[src/rtl/gray_pkg.sv]
// gray_pkg: shared types and conversion constants for the grayscale stream engine
package gray_pkg;
  typedef enum logic [1:0] {LUMA, AVG, MAX, GREEN} mode_e;
  typedef enum logic [1:0] {S_IDLE, S_RUN, S_DRAIN, S_DONE} state_e;
  localparam int W_R      = 77;
  localparam int W_G      = 150;
  localparam int W_B      = 29;
  localparam int W_AVG    = 171;
  localparam int RND_LUMA = 128;
  localparam int RND_AVG  = 256;
endpackage

[src/rtl/gray_fifo.sv]
// gray_fifo: synchronous show-ahead FIFO with occupancy count
module gray_fifo #(
  parameter int WIDTH = 9,
  parameter int DEPTH = 4
) (
  input  logic                     clk,
  input  logic                     reset_n,
  input  logic                     push,
  input  logic [WIDTH-1:0]         din,
  input  logic                     pop,
  output logic [WIDTH-1:0]         dout,
  output logic                     valid,
  output logic [$clog2(DEPTH):0]   count
);
  localparam int AW = $clog2(DEPTH);
  logic [WIDTH-1:0] mem_q [DEPTH];
  logic [AW-1:0] wr_q, wr_d, rd_q, rd_d;
  logic [AW:0] cnt_q, cnt_d;
  logic do_pop;
  assign valid  = cnt_q != '0;
  assign do_pop = pop & valid;
  assign count  = cnt_q;
  // head is masked while empty so stale entries never reach the port
  assign dout   = valid ? mem_q[rd_q] : '0;
  always_comb begin
    wr_d  = wr_q + AW'(push);
    rd_d  = rd_q + AW'(do_pop);
    cnt_d = cnt_q + (AW+1)'(push) - (AW+1)'(do_pop);
  end
  always_ff @(posedge clk or negedge reset_n) begin
    if (!reset_n) begin
      wr_q  <= '0;
      rd_q  <= '0;
      cnt_q <= '0;
    end else begin
      wr_q  <= wr_d;
      rd_q  <= rd_d;
      cnt_q <= cnt_d;
    end
  end
  always_ff @(posedge clk) begin
    if (push) mem_q[wr_q] <= din;
  end
endmodule

[src/rtl/gray_stream_ctrl.sv]
// gray_stream_ctrl: frame sequencer reading RGB memories, converting to gray
// and streaming the result through a credit-controlled output FIFO
module gray_stream_ctrl
  import gray_pkg::*;
#(
  parameter int DATA_W     = 8,
  parameter int ADDR_W     = 9,
  parameter int NUM_PIX    = 256,
  parameter int MEM_LAT    = 1,
  parameter int FIFO_DEPTH = 4
) (
  input  logic              clk,
  input  logic              reset_n,
  input  logic              start,
  input  logic [1:0]        mode,
  output logic              busy,
  output logic              done,
  output logic              mem_en,
  output logic [ADDR_W-1:0] mem_addr,
  input  logic [DATA_W-1:0] mem_r,
  input  logic [DATA_W-1:0] mem_g,
  input  logic [DATA_W-1:0] mem_b,
  output logic              m_valid,
  input  logic              m_ready,
  output logic [DATA_W-1:0] m_data,
  output logic              m_last
);
  localparam int CW  = $clog2(FIFO_DEPTH) + 1;
  localparam int LW  = DATA_W + 10;
  localparam int AVW = DATA_W + 11;
  localparam logic [ADDR_W-1:0] LAST_ADDR = ADDR_W'(NUM_PIX - 1);
  state_e state_q, state_d;
  mode_e mode_q, mode_d;
  logic [ADDR_W-1:0] idx_q, idx_d;
  logic [CW-1:0] infl_q, infl_d, fifo_count;
  logic [MEM_LAT-1:0] pv_q, pv_d, pl_q, pl_d;
  logic cv_q, cv_d, cl_q, cl_d;
  logic [DATA_W-1:0] cd_q, cd_d, mx_rg, mx;
  logic [LW-1:0] luma;
  logic [AVW-1:0] avg;
  logic [DATA_W:0] fifo_dout;
  logic issue, is_last, pop, fifo_last;
  // issued-but-unpushed reads reserve FIFO space, so a push never overflows
  assign issue     = state_q == S_RUN && (fifo_count + infl_q) < CW'(FIFO_DEPTH);
  assign is_last   = idx_q == LAST_ADDR;
  assign pop       = m_valid & m_ready;
  assign fifo_last = fifo_dout[DATA_W];
  assign busy      = state_q != S_IDLE;
  assign done      = state_q == S_DONE;
  assign mem_en    = issue;
  assign mem_addr  = idx_q;
  assign m_data    = fifo_dout[DATA_W-1:0];
  assign m_last    = fifo_last;
  assign luma  = LW'(W_R) * LW'(mem_r) + LW'(W_G) * LW'(mem_g) + LW'(W_B) * LW'(mem_b) + LW'(RND_LUMA);
  assign avg   = (AVW'(mem_r) + AVW'(mem_g) + AVW'(mem_b)) * AVW'(W_AVG) + AVW'(RND_AVG);
  assign mx_rg = mem_r > mem_g ? mem_r : mem_g;
  assign mx    = mx_rg > mem_b ? mx_rg : mem_b;
  always_comb begin
    state_d = state_q;
    mode_d  = mode_q;
    idx_d   = idx_q;
    case (state_q)
      S_IDLE:  if (start) begin
        state_d = S_RUN;
        mode_d  = mode_e'(mode);
        idx_d   = '0;
      end
      S_RUN:   if (issue) begin
        idx_d   = is_last ? idx_q : idx_q + 1'b1;
        state_d = is_last ? S_DRAIN : S_RUN;
      end
      S_DRAIN: state_d = pop && fifo_last ? S_DONE : S_DRAIN;
      default: state_d = S_IDLE;
    endcase
    infl_d = infl_q + CW'(issue) - CW'(cv_q);
    pv_d   = MEM_LAT'({pv_q, issue});
    pl_d   = MEM_LAT'({pl_q, issue & is_last});
    cv_d   = pv_q[MEM_LAT-1];
    cl_d   = pl_q[MEM_LAT-1];
    cd_d   = mode_q == LUMA ? luma[DATA_W+7:8] :
             mode_q == AVG  ? avg[DATA_W+8:9]  :
             mode_q == MAX  ? mx : mem_g;
  end
  always_ff @(posedge clk or negedge reset_n) begin
    if (!reset_n) begin
      state_q <= S_IDLE;
      mode_q  <= LUMA;
      idx_q   <= '0;
      infl_q  <= '0;
      pv_q    <= '0;
      pl_q    <= '0;
      cv_q    <= 1'b0;
      cl_q    <= 1'b0;
      cd_q    <= '0;
    end else begin
      state_q <= state_d;
      mode_q  <= mode_d;
      idx_q   <= idx_d;
      infl_q  <= infl_d;
      pv_q    <= pv_d;
      pl_q    <= pl_d;
      cv_q    <= cv_d;
      cl_q    <= cl_d;
      cd_q    <= cd_d;
    end
  end
  gray_fifo #(.WIDTH(DATA_W + 1), .DEPTH(FIFO_DEPTH)) u_fifo (
    .clk     (clk),
    .reset_n (reset_n),
    .push    (cv_q),
    .din     ({cl_q, cd_q}),
    .pop     (pop),
    .dout    (fifo_dout),
    .valid   (m_valid),
    .count   (fifo_count)
  );
endmodule

[config.mk]
export PLATFORM = sky130hd
export DESIGN_NAME = gray_stream_ctrl
export DESIGN_NICKNAME = d
export VERILOG_FILES = /design/src/rtl/gray_pkg.sv /design/src/rtl/gray_fifo.sv /design/src/rtl/gray_stream_ctrl.sv
export SDC_FILE = /design/constraint.sdc
export NUM_CORES = 1
export LEC_CHECK = 0
export BUFFER_PORTS_ARGS = -buffer_cell sky130_fd_sc_hd__clkbuf_2
export CAP_MARGIN = 15
export CORE_MARGIN = 4
export CORE_UTILIZATION = 50
export DETAILED_ROUTE_END_ITERATION = 12
export PLACE_DENSITY_LB_ADDON = 0.25
export SLEW_MARGIN = 20
export SYNTH_ARGS = -nofsm -noshare
export SYNTH_HDL_FRONTEND = slang
export SYNTH_SLANG_ARGS = --single-unit
[constraint.sdc]
create_clock -name clk -period 2.7 [get_ports clk]
set_clock_uncertainty 0.15 [all_clocks]
set_input_delay 0.27 -clock clk [delete_from_list [all_inputs] [get_ports clk]]
set_output_delay 0.27 -clock clk [all_outputs]
set_load 0.02 [all_outputs]
Yosys cells after proc, flatten, opt, wreduce, memory -nomap -nowiden
Memory sizes are Yosys's and may differ from the RTL's.
Cells that the tools add are included.
- $lt $le $gt $ge: 3
- equal/unequal tests: 9
- reduce and logical (&&, ||, !) cells: 10
- mux-type cells: 17
- bitwise logic cells: 3
- add/subtract/negate cells: 14
- multipliers: 4
- operators by type and width (cell ; count):
    2-to-1 mux 8 bit ; 5
    2-to-1 mux 9 bit ; 4
    multiplier 7 x 8 -> 15 bit (first input constant) ; 2
    case mux 9 bit (2 select lines) ; 1
    adder 17 x 9 -> 17 bit (second input constant) ; 1
    multiplier 10 x 8 -> 17 bit (second input constant) ; 1
    adder 15 x 16 -> 16 bit ; 1
    adder 16 x 13 -> 16 bit ; 1
    adder 16 x 8 -> 16 bit (second input constant) ; 1
    > comparator 8 bit ; 2
    multiplier 5 x 8 -> 13 bit (first input constant) ; 1
    adder 9 x 8 -> 10 bit ; 1
    adder 8 x 8 -> 9 bit ; 1
    adder 9 x 1 -> 9 bit (second input constant) ; 1
    equality test 9 x 8 -> 1 bit (second input constant) ; 1
    adder 3 x 1 -> 3 bit ; 2
    equality test 2 bit (second input constant) ; 3
    2-to-1 mux 2 bit ; 3
    inequality test 2 bit (second input constant) ; 3
    case mux 2 bit (3 select lines) ; 1
    subtractor 3 x 1 -> 3 bit ; 2
    adder 2 x 1 -> 2 bit ; 2
    equality test 2 x 1 -> 1 bit (second input constant) ; 2
    logical NOT 2 bit ; 2
    other kinds (9) ; 16
- output and inout port bits: 22
- memories kept: 1
- input bits: 30
- word-level logic and storage cells: 73
- flip-flop bits (word level): 35
- memory bits (writable): 36
- memories (memory ; depth ; width ; rd ports ; clocked after memory_dff ; wr ports ; RTL line ; text):
    u_fifo.mem_q ; 4 ; 9 ; 1 ; 0 ; 1 ; gray_fifo.sv:16 ; logic [WIDTH-1:0] mem_q [DEPTH];

Longest topological paths before layout
- word-level depth: 7
- mapped depth: 28
- gate-level depth less buffers: 28

By module
A second synthesis with hierarchy kept.
- cells, all modules: 818
- area, all modules: 8882.3 um^2
- by module, submodules not included (module ; area each (um^2) ; seq. area each (um^2) ; instances ; cells each):
    gray_stream_ctrl ; 7180.6 ; 700.7 ; 1 ; 734
    gray_fifo ; 1701.6 ; 1256.2 ; 1 ; 84

Least setup slack after synthesis
OpenSTA, ideal clock, no wires.
- kind: input -> register
- from: input port mem_g[4]
- to: register cd_q[5]
- slack: -3.640 ns
- path buffers: 0
- cell stages on the path: 23
- data required time: 2.456 ns
- arrival time: 6.096 ns
- library setup time: 0.094 ns
- path through: ha_1 -> ha_1 -> inv_1 -> fa_1 -> fa_1 -> inv_1 -> ha_1 -> xnor2_1 -> fa_1 -> fa_1 -> inv_1 -> fa_1 -> inv_1 -> fa_1 -> ha_1 -> ha_1 -> nor3_1 -> a211oi_2 -> a41oi_1 -> nor2b_1 -> o21bai_2 -> xnor2_1 -> a211oi_1
- word-level cells in the longest chain between the ends: 7
- elaborated cells between the ends (all ways): 15
- those cells by class: add/sub (6); mul (2); order compare (2); mux (5)
- ends and longest elaborated chain (item ; RTL line ; text):
    start, declared ; gray_stream_ctrl.sv:21 ; input logic [DATA_W-1:0] mem_g,
    branches (longest 6 deep; another with adder 15 x 16 -> 16 bit) ; n/a ;
    2-to-1 mux 8 bit * ; gray_stream_ctrl.sv:80 ; cd_d = mode_q == LUMA ? luma[DATA_W+7:8] :
    net cd_d[5] ; gray_stream_ctrl.sv:38 ; logic [DATA_W-1:0] cd_q, cd_d, mx_rg, mx;
    end signal, assigned ; gray_stream_ctrl.sv:94 ; cd_q <= '0;
    end signal, assigned ; gray_stream_ctrl.sv:104 ; cd_q <= cd_d;
    end, declared ; gray_stream_ctrl.sv:38 ;
Mark *: on every way through the listed nets, which the timed path passes.
A chain may end at the register's enable or synchronous reset.

Worst setup path after layout
- from: input port mem_g[4]
- to: register cd_q[7]
The elaborated chain is that of the path after synthesis.

==> impl_metrics.csv <==
group,metric,value,unit
route,wl_per_cell,15.8,um
route,vias_per_cell,5.16,
logic_synthesis,synth_top_cell_area_share,0.254,
die,dieArea,19600,sq um
timing,setup_ws,-3150,ps
grt,grt_pass1_vias,6912,
clock_tree,clk_pin_slew_worst_paths,60,ps
timing,final.setup.tns,-24270,ps
die,die_height,140,um
grt,globalRouteOverflowTotal,0,
timing,setup_viol,8,
flow_run,drv_cap,0,
finish,final_layout_size_suffix_gt1_frac,0.310,
die,io_pins,52,
timing,worstMarginPinSlew,892,ps
logic_synthesis,avgSynthCellArea,10.6,sq um
timing,timing.final.max_slew_violations,0,
grt,grt_max_degree,36,
finish,finish.utilization,0.655,
timing,max_freq,0.171,GHz
place,dp_cells,1227,
die,start_util,0.508,
clock_tree,clk_latency,330,ps
grt,antenna_found_initial,0,
timing,rsz0062_at_grt,"yes",
setup_path,crit_type,"input pin to flop",
logic_synthesis,yosys_warnings,0,
route,first_pass_iters,4,
finish,final_cells,1253,
logic_synthesis,synth-seq-cells,71,
clock_tree,cts_made_buffers,9,
hold_path,worstHoldPathType,"input pin to flop",
status,violations,"setup timing",
logic_synthesis,yosysTopAreaCell,"ha_1",
timing,max_slew_margin,0.405,
finish,fillers,1359,
logic_synthesis,synth_ff_type,"edfxtp_1",
setup_path,crit_fanout,4,
die,rows,48,
logic_synthesis,ys_top_cells_by_area,"ha_1, fa_1, edfxtp_1",
logic_synthesis,synth_nets,1112,
place,hpwlAfterDp,16500,um
logic_synthesis,netlist_area,8720,sq um
timing,period_share,2.17,
clock_tree,clock-sinks,71,
place,numPortBuffers,51,
setup_path,critPathRequiredTime,2760,ps
finish,fin_nets,1315,
logic_synthesis,synth_edf_count,36,
finish,num_antenna_cells,0,
route,drc_errors,0,
grt,track_usage,0.212,
timing,hold_viol,0,
grt,grt_pass1_wl,33200,um
route,dr.first_iter.drc_count,279,
timing,period_minus_slack,5850,ps
route,ant_nets,0,
setup_path,cp.arrival,5910,ps
clock_tree,cts_max_level,3,
setup_path,start_kind,"input pin",
logic_synthesis,syn_inst,820,
place,place_worst_setup_slack,-3630,ps
logic_synthesis,yosysSeqAreaShare,0.224,
finish,area_delta_synth_final,29.2,%
place,place.gp.congestion,0.883,
status,outcome,"finished with violations",
logic_synthesis,synthArstFlopShare,0.493,
die,die_x,140,um
clock_tree,cts_buffer_depth,2,
logic_synthesis,yosysUniqueCellTypes,59,
die,core-area,17200,sq um
setup_path,endpoint_kind,"flop",
route,num_vias,6463,
clock_tree,root_buffer,"clkbuf_16",
route,drt-total-wl,19800,um
clock_tree,cts_tree,"done",
-- cells in the mapped netlist, drive strengths merged, types with 5 or more instances --
master    n
dfrtp    35
o21ai    19
inv     183
nand4    12
xor2     15
nor3     11
nor2     39
mux2      7
xnor2    31
nor2b    18
or3       7
mux4      9
a21o      8
edfxtp   36
fa       85
nand2b    6
a21oi    35
ha      177
clkbuf    6
nand2    17
o22ai     9
o22a      5
-- layer usage --
| layer | GRT usage | share of wire | vias up |
|---|---|---|---|
| met1 | 0.267 | 0.42 | 3141 |
| met2 | 0.382 | 0.52 | 133 |
| met4 | 0.0637 | 0.026 | 0 |
| met5 | 0 | 0 | - |
| met3 | 0.0242 | 0.038 | 37 |
| li1 | - | - | 3152 |
-- critical path, stage by stage --
cell and delay [ps]:
clkbuf_8 130, ha_4 240, ha_4 250, inv_1 40, fa_1 450, fa_1 510, inv_2 50, ha_4 220
xnor2_2 140, fa_1 500, fa_1 510, inv_2 40, fa_1 490, inv_1 50, fa_1 470, ha_4 300
ha_4 160, nor3_4 60, a211oi_4 310, a41oi_2 180, a21oi_2 240, a21oi_2 80, xnor2_1 160, a21oi_1 80
-- cell usage in the layout, fill, tap and decap left out, types with 11 or more instances in the layout --
cell type,n
nor2_1,35
clkbuf_2,48
edfxtp_1,36
xor2_1,13
dfrtp_1,35
inv_1,177
buf_4,146
fa_1,80
ha_1,144
xnor2_1,26
nor2b_1,16
nand2_1,16
ha_4,28
nand4_1,11
a21oi_1,24
-- timing repair --
action	in CTS	in global routing
setup buffers	4	6
gates cloned	0	0
setup endpoints to repair	8	8
hold buffers	1	0
endpoints found under the hold margin	35	0
resized for setup	32	32
pin swaps	44	28
-- final timing paths --
check,from,to,slack [ps],cells after the start
max,mem_g[4],cd_q[7],-3150,24
min,mode[0],mode_q[0],20,2
max reg2reg,u_fifo.count[1],mem_addr[7],270,9
min reg2reg,cl_d,cl_q,200,0
max in group asynchronous,reset_n,mem_addr[7],1400,2
min in group asynchronous,reset_n,u_fifo.rd_q[1],450,2
-- state kept, by name, indices dropped and copies added, names as in the netlist --
signal / cells
u_fifo.wr_q: 2
u_fifo.count: 3
cv_q: 1
u_fifo.rd_q: 2
cv_d: 1
state_q: 2
cd_q: 8
infl_q: 3
mode_q: 2
u_fifo.mem_q: 36
cl_d: 1
mem_addr: 9
cl_q: 1
-- logic make-up after synthesis --
family | synth area share
AO/OA/AOI/OAI | 0.0858
multiplexers | 0.0369
XOR/XNOR | 0.0462
AND/OR/NAND/NOR | 0.0754
buffers and inverters | 0.0820
flip-flops | 0.224
adder cells (fa/ha/maj) | 0.449
-- cell type report --
type,instances,area (sq um),area share
multi-input cells,559,6610,0.587
clock inverters,7,95.1,0.00845
clock buffers,9,225,0.0200
inverters,183,687,0.0610
repair buffers,199,1400,0.125
flip-flops and latches,71,1960,0.174
well taps,225,282,0.0250
-- metrics by stage --
step | area (sq um) | hold slack (ps)
after detailed placement | 10500 | 189
after global placement | 10500 | 189
after floorplan | 8930 | -176
final | 11300 | 18.0
after CTS | 11000 | 13.0
after global routing | 11300 | 22.5
Power is left out: the tool's default activity adds up to more than one toggle a clock period on the data nets, which glitch-free logic cannot reach.
